==> config.mk <==
export PLATFORM = sky130hd
export DESIGN_NAME = uart_cmd_ctrl
export DESIGN_NICKNAME = d
export VERILOG_FILES = /design/src/rtl/uart_cmd_ctrl.sv
export SDC_FILE = /design/constraint.sdc
export NUM_CORES = 1
export LEC_CHECK = 0
export ABC_AREA = 1
export CAP_MARGIN = 25
export CORE_MARGIN = 5
export CORE_UTILIZATION = 59
export CTS_BUF_LIST = sky130_fd_sc_hd__clkbuf_16
export CTS_CLUSTER_SIZE = 16
export DETAILED_ROUTE_END_ITERATION = 16
export PLACE_DENSITY = 0.86
export SLEW_MARGIN = 30
export SYNTH_ARGS = -nofsm -noshare
export SYNTH_HDL_FRONTEND = slang
export SYNTH_SLANG_ARGS = --single-unit
export TNS_END_PERCENT = 10
==> constraint.sdc <==
create_clock -name clk -period 4.2 [get_ports clk]
set_input_delay 0.84 -clock clk [delete_from_list [all_inputs] [get_ports clk]]
set_output_delay 0.84 -clock clk [all_outputs]
set_load 0.01 [all_outputs]
==> src/rtl/uart_cmd_ctrl.sv <==
// Byte-stream command decoder: frames of HDR, op, hi, lo, chk arrive from a UART
// receiver and are presented as one command held until the consumer acks.
module uart_cmd_ctrl #(
  parameter logic [15:0] TIMEOUT = 16'd52080,
  parameter logic [7:0]  HDR     = 8'hA5
) (
  input  logic        clk,
  input  logic        rst,
  input  logic        rx_rdy,
  input  logic [7:0]  rx_byte,
  output logic        clr_rdy,
  output logic        cmd_vld,
  output logic [7:0]  cmd_op,
  output logic [15:0] cmd_data,
  input  logic        cmd_ack,
  output logic        chk_err,
  output logic        tmo_err,
  output logic        busy,
  output logic [7:0]  frm_cnt
);

  typedef enum logic [2:0] {
    WAIT_HDR, GET_OP, GET_HI, GET_LO, GET_CHK, HOLD
  } state_t;

  state_t      state, state_nxt;
  logic [7:0]  op_r, hi_r, lo_r;
  logic [15:0] tmo_cnt;
  logic        accept, in_frame, tmo_hit, chk_ok;
  logic [7:0]  sum;

  assign busy = (state != WAIT_HDR);

  always_comb begin
    // NOTE: every always_comb output gets a default first so no path can infer a latch.
    state_nxt = state;
    // clr_rdy high means the byte on rx_byte was just consumed; the receiver
    // has not dropped rx_rdy yet, so skip that cycle.
    accept    = rx_rdy && (state != HOLD) && !clr_rdy;
    in_frame  = (state == GET_OP) || (state == GET_HI) ||
                (state == GET_LO) || (state == GET_CHK);
    tmo_hit   = in_frame && !accept && (tmo_cnt == TIMEOUT - 16'd1);
    sum       = op_r + hi_r + lo_r;
    chk_ok    = (rx_byte == sum);

    unique case (state)
      WAIT_HDR: if (accept && rx_byte == HDR) state_nxt = GET_OP;
      GET_OP:   if (accept) state_nxt = GET_HI;
      GET_HI:   if (accept) state_nxt = GET_LO;
      GET_LO:   if (accept) state_nxt = GET_CHK;
      GET_CHK:  if (accept) state_nxt = chk_ok ? HOLD : WAIT_HDR;
      HOLD:     if (cmd_vld && cmd_ack) state_nxt = WAIT_HDR;
      default:  state_nxt = WAIT_HDR;
    endcase

    if (tmo_hit) state_nxt = WAIT_HDR;
  end

  always_ff @(posedge clk) begin
    // NOTE: sequential state uses non-blocking assignments so every register samples pre-edge values.
    if (rst) state <= WAIT_HDR;
    else     state <= state_nxt;
  end

  always_ff @(posedge clk) begin
    if (rst) begin
      clr_rdy  <= 1'b0;
      chk_err  <= 1'b0;
      tmo_err  <= 1'b0;
      cmd_vld  <= 1'b0;
      cmd_op   <= 8'h00;
      cmd_data <= 16'h0000;
      frm_cnt  <= 8'h00;
      op_r     <= 8'h00;
      hi_r     <= 8'h00;
      lo_r     <= 8'h00;
      tmo_cnt  <= 16'h0000;
    end else begin
      clr_rdy <= accept;
      chk_err <= accept && (state == GET_CHK) && !chk_ok;
      tmo_err <= tmo_hit;

      if (accept) begin
        case (state)
          GET_OP:  op_r <= rx_byte;
          GET_HI:  hi_r <= rx_byte;
          GET_LO:  lo_r <= rx_byte;
          default: ;
        endcase
      end

      if (accept && (state == GET_CHK) && chk_ok) begin
        cmd_vld  <= 1'b1;
        cmd_op   <= op_r;
        cmd_data <= {hi_r, lo_r};
        frm_cnt  <= frm_cnt + 8'd1;
      end else if (cmd_vld && cmd_ack) begin
        cmd_vld  <= 1'b0;
      end

      // Counter restarts with each byte so the limit is per gap, not per frame.
      if (accept || state_nxt == WAIT_HDR) tmo_cnt <= 16'h0000;
      else if (in_frame)                   tmo_cnt <= tmo_cnt + 16'd1;
    end
  end

endmodule

# Word level (Yosys, flattened, before mapping)
# Cells that the tools add are included.
dict set report op_classes {
  reduce_logical 24
  multipliers 0
  magnitude_cmp 0
  n_div 0
  n_eq_ne 9
  shifts 0
  n_mux 11
  add_sub_neg 4
  n_bitwise 0
}
# cell n
set op_table {}
lappend op_table {{2-to-1 mux 3 bit} 8}
lappend op_table {{one-hot mux 3 bit (6 select lines)} 1}
lappend op_table {{adder 16 x 1 -> 16 bit, second input constant} 1}
lappend op_table {{adder 8 bit} 2}
lappend op_table {{== test 16 bit, second input constant} 1}
lappend op_table {{logical AND 1 bit} 9}
lappend op_table {{adder 8 x 1 -> 8 bit, second input constant} 1}
lappend op_table {{== test 8 bit} 1}
lappend op_table {{== test 8 bit, second input constant} 1}
lappend op_table {{== test 3 x 2 -> 1 bit, second input constant} 2}
lappend op_table {{== test 3 bit, second input constant} 2}
lappend op_table {{zero test 3 bit} 2}
lappend op_table {{AND reduction 2 bit} 3}
lappend op_table {{logical OR 1 bit} 4}
lappend op_table {{== test 3 x 1 -> 1 bit, second input constant} 1}
lappend op_table {{zero test 1 bit} 3}
lappend op_table {{inequality test 3 bit, second input constant} 1}
lappend op_table {{nonzero test 3 bit} 1}
lappend op_table {{2-to-1 mux 1 bit} 2}
lappend op_table {{nonzero test 2 bit} 1}
lappend op_table {{OR reduction 2 bit} 1}
dict set report totals {
  elab_cells 60
  ramBits 0
  mem_count 0
  mem_bits_ro 0
  input_bits 12
  output_inout_bits 37
  latch_bits 0
  reg_bits 79
}

# Longest topological paths before layout
dict set report depth {
  depth_word 10
  ltp_mapped 22
  mapped_depth_nobuf 21
}

# Worst setup path before layout
# OpenSTA, ideal clock, no wires.
dict set report synth_path {
  path_kind {reg-to-reg}
  start {register op_r[1]}
  end {register tmo_cnt[1]}
  arrival_time_ns 2.639
  path_slack_ns 1.500
  setup_ns 0.061
  required_ns 4.139
  stages_incl_launch_ff 17
  n_path_buf 1
  cell_sequence {dfxtp_1 -> fa_1 -> ha_1 -> fa_1 -> nand2_1 -> nand2_1 -> nand3_1 -> nor2_1 -> nand2_1 -> nor2_4 -> nand4_4 -> nand2_2 -> o21bai_2 -> nand2_2 -> nand2_4 -> buf_12 -> nor2_4}
}
dict set report synth_via {
  elab_chain_len 10
}
# element line_no
set synth_lines {}
lappend synth_lines {{start, declared} 27} ;# logic [7:0] op_r, hi_r, lo_r;
lappend synth_lines {{start signal, assigned} 85} ;# GET_OP: op_r <= rx_byte;
lappend synth_lines {{adder 8 bit (2 in a row)} 43} ;# sum = op_r + hi_r + lo_r;
lappend synth_lines {{== test 8 bit} 44} ;# chk_ok = (rx_byte == sum);
lappend synth_lines {{2-to-1 mux 3 bit (2 in a row)} 51} ;# GET_CHK: if (accept) state_nxt = chk_ok ? HOLD : WAIT_HDR;
lappend synth_lines {{one-hot mux 3 bit (6 select lines)} 46} ;# unique case (state)
lappend synth_lines {{2-to-1 mux 3 bit} 56} ;# if (tmo_hit) state_nxt = WAIT_HDR;
lappend synth_lines {{zero test 3 bit} 102} ;# if (accept || state_nxt == WAIT_HDR) tmo_cnt <= 16'h0000;
lappend synth_lines {{logical OR 1 bit} 102}
lappend synth_lines {{OR reduction 2 bit (no source line)} -}
lappend synth_lines {{end signal, assigned} 103} ;# else if (in_frame) tmo_cnt <= tmo_cnt + 16'd1;
lappend synth_lines {{end, declared} 28} ;# logic [15:0] tmo_cnt;
# Every way passes these cells.
# A chain may end at the register's enable or synchronous reset.

# Final worst setup path
dict set report layout_path {
  start {register op_r[1]}
  end {register cmd_op[0]}
}
dict set report layout_via {
  elab_chain_len 4
}
# element line_no
set layout_lines {}
lappend layout_lines {{adder 8 bit (2 in a row)} 43}
lappend layout_lines {{== test 8 bit} 44}
lappend layout_lines {{logical AND 1 bit} 92} ;# if (accept && (state == GET_CHK) && chk_ok) begin
lappend layout_lines {{end signal, assigned} 94} ;# cmd_op <= op_r;
lappend layout_lines {{end, declared} 13} ;# output logic [7:0] cmd_op,
# Every way passes these cells.

==> impl_metrics.env <==
export IMPL_cts_max_level=3
export IMPL_worstPathRequired_ns=4.47
export IMPL_cts_buffers=9
export IMPL_hpwl_microns=6610
export IMPL_antenna_found_initial=0
export IMPL_synth_area_sq_um=3800
export IMPL_cts_root_buffer="clkbuf_16"
export IMPL_overflow=0
export IMPL_num_antenna_cells=0
export IMPL_cpPeakStageDelay_ns=0.55
export IMPL_grt_pass1_wl_microns=15800
export IMPL_path_clk_slew_ns=0.06
export IMPL_rsz0062_at_grt="no"
export IMPL_clock_latency_ns=0.34
export IMPL_core_rowCount=29
export IMPL_cp_arrival_ns=3.72
export IMPL_cts_tree="built"
export IMPL_ir_worst_vdd_mv=0.220
export IMPL_setup_violations=0
export IMPL_nNetsFinal=574
export IMPL_clockBufferDepth=2
export IMPL_setup_tns_final_ns=0
export IMPL_vias_per_cell=5.57
export IMPL_syn_inst=498
export IMPL_post_cts_setup_buffer_count=0
export IMPL_drc_errors=0
export IMPL_ioPinCount=49
export IMPL_maxSlewViolCount=0
export IMPL_yosys_area_top_type="dfxtp_1"
export IMPL_outcome="complete, no violations"
export IMPL_path_cells="fa_1 -> ha_1 -> fa_1 -> inv_1 -> nand2_1 -> nand2_1 -> nand3_1 -> nor2_1 -> nand2_1 -> nor2_4 -> nand4_4 -> inv_2 -> o21ai_0 -> a21oi_1"
export IMPL_crit_path_end_kind="flip-flop"
export IMPL_worst_slew_pin_slew_ns=0.636
export IMPL_critical_path_max_fanout=32
export IMPL_power_density_nw_per_um2=329
export IMPL_fin_worst_skew_ns=0.00660
export IMPL_yosysSeqAreaShare_pct=41.6
export IMPL_dp_slack_ns=0.803
export IMPL_async_flop_share_pct=0
export IMPL_cts_hold_buffers=0
export IMPL_syn2layout_area_growth_pct=20.9
export IMPL_synth_avg_cell_area_sq_um=7.63
export IMPL_dr_pass1_iters=5
export IMPL_leakage_nw=1.90
export IMPL_post_drt_wl_per_cell_microns=14.8
export IMPL_fin_crit_ns=3.46
export IMPL_globalRouteTotalUtil_pct=23.2
export IMPL_ys_flop_type="dfxtp_1"
export IMPL_hold_class="reg2reg"
export IMPL_port_buffers=48
export IMPL_drv_cap=0
export IMPL_num_fill_cells=480
export IMPL_ys_ff_latch=79
export IMPL_synth_cell_type_count=34
export IMPL_vias=3499
export IMPL_drive_gt1_share_pct=8.17
export IMPL_gp_congestion=1.03
export IMPL_fmax_ghz=0.289
export IMPL_cts_sinks=79
export IMPL_grt_pass1_vias=3324
export IMPL_grt_max_degree=33
export IMPL_critPathLaunchType="flip-flop"
export IMPL_maxSlewHeadroom_pct=57.6
export IMPL_yosys_warnings=0
export IMPL_period_share_pct=82.4
export IMPL_setup_slack_ns=0.741
export IMPL_dieHeight_microns=90.2
export IMPL_die_w_microns=90.2
export IMPL_finalHoldViolCount=0
export IMPL_critPathSlowestCell="fa_1"
export IMPL_start_util_pct=60.1
export IMPL_synthesis_nets=526
export IMPL_drtIter0Drc=236
export IMPL_critPathKind="reg2reg"
export IMPL_routed_wl_microns=9290
export IMPL_synth_top_area_share_pct=41.6
export IMPL_die_area_sq_um=8140
export IMPL_cts_resized=0
export IMPL_core_sq_um=6310
export IMPL_synth_top_cells_by_area="dfxtp_1 42%, nor2_1 11%, o21ai_0 6.7%"
export IMPL_cpMostUsedCell="nand2_1"
export IMPL_synth_edf_count=0
export IMPL_ant_nets=0
## Yosys cell counts (2+ instances only)
cell and instances:
nand3_1 24, nor2_4 11, nor2_2 3, nand2_4 2, xnor2_1 11, buf_2 3
nor4_1 2, nor2_1 107, xor2_1 8, dfxtp_1 79, ha_1 8, nand4_1 5
fa_1 8, inv_2 3, nand2_2 4, o21ai_0 51, nor3_1 6, clkbuf_1 10
a21oi_1 25, nand2_1 67, inv_1 48
## path summary, 6_finish.rpt
check | startpoint | end | slack, ns | cells after the start
worst max-delay path | op_r[1] | cmd_op[0] | 0.74 | 14
worst min-delay path | cmd_op[1] | cmd_op[1] | 0.48 | 2
worst max register to register | op_r[1] | cmd_op[0] | 0.74 | 14
worst min register to register | cmd_op[1] | cmd_op[1] | 0.48 | 2
## cells in the final DEF, fill, tap and decap left out, types with 2 or more instances in the layout
cell type	n
a21oi_1	25
buf_4	4
clkbuf_16	9
clkdlybuf4s50_1	48
clkinv_2	3
clkinvlp_4	3
dfxtp_1	79
fa_1	8
ha_1	8
inv_1	49
inv_2	3
nand2_1	67
nand2_2	4
nand2_4	2
nand3_1	24
nand4_1	5
nor2_1	107
nor2_2	3
nor2_4	11
nor3_1	6
nor4_1	2
o21ai_0	51
xnor2_1	11
xor2_1	8
## report_power, final
part           leakage [nW]   total, W  internal [W]  switching [W]
sequential            0.636   0.000750      0.000750    0.000000398
clock                 0.128   0.000704      0.000394       0.000310
combinational          1.14  0.0000546     0.0000206      0.0000339
total                  1.90    0.00151       0.00116       0.000344
## through the flow
step / hold slack, ns / area, sq um / std cells / total power [W] / util (%)
final: 0.482 / 4590 / 628 / 0.00151 / 72.7
after detailed placement: 0.472 / 4320 / 612 / 0.000819 / 68.5
after floorplan: 0.454 / 3800 / 498 / 0.000796 / -
after global placement: 0.467 / 4320 / 612 / 0.000818 / 68.5
after CTS: 0.486 / 4590 / 628 / 0.00151 / 72.7
after global routing: 0.505 / 4590 / 628 / 0.00155 / 72.7
## layout make-up
| cell class | count | area [sq um] | share of cell area (%) |
|---|---|---|---|
| multi-input combinational | 352 | 1940 | 42.3 |
| sequential | 79 | 1580 | 34.5 |
| inverter | 52 | 195 | 4.25 |
| clock buffer | 9 | 225 | 4.91 |
| timing repair buffer | 52 | 510 | 11.1 |
| tap | 77 | 96.3 | 2.10 |
| clock inverter | 7 | 41.3 | 0.899 |
## critical path: cells and delay by family, from the launching register on
family          cells  cell delay, ns
buf+inv             2            0.60
fa+ha+maj           3            1.24
compound gates      2            0.34
flops               1            0.34
simple gates        7            0.85
## logic make-up (layout without fill, tap and decap cells)
kind of cell	count (synthesis)	count (layout)	synth area share [%]
AOI/OAI and AO/OA	80	80	10.8
xor gates and xnor gates	19	19	4.38
adders and majority gates	16	16	6.85
buffers and inverters	67	120	7.25
DFF	79	79	41.6
muxes	1	1	0.264
and+or+nand+nor	236	236	28.8
## state kept, by name, summed over array words and instances (netlist names)
register and cells:
tmo_cnt 16, cmd_data 16, chk_err 1, cmd_vld 1, tmo_err 1, clr_rdy 1, op_r 8, hi_r 8
cmd_op 8, lo_r 8, state 3, frm_cnt 8
## routing by layer
| layer | wire length (microns) | GRT usage (%) | up-vias |
|---|---|---|---|
| met5 | 0 | 0 | - |
| met4 | 227 | 6.70 | 0 |
| met3 | 813 | 5.59 | 32 |
| met2 | 4430 | 38.5 | 179 |
| met1 | 3820 | 29.9 | 1602 |
| li1 | - | - | 1686 |
No activity file was read; power rests on OpenSTA's default activity.
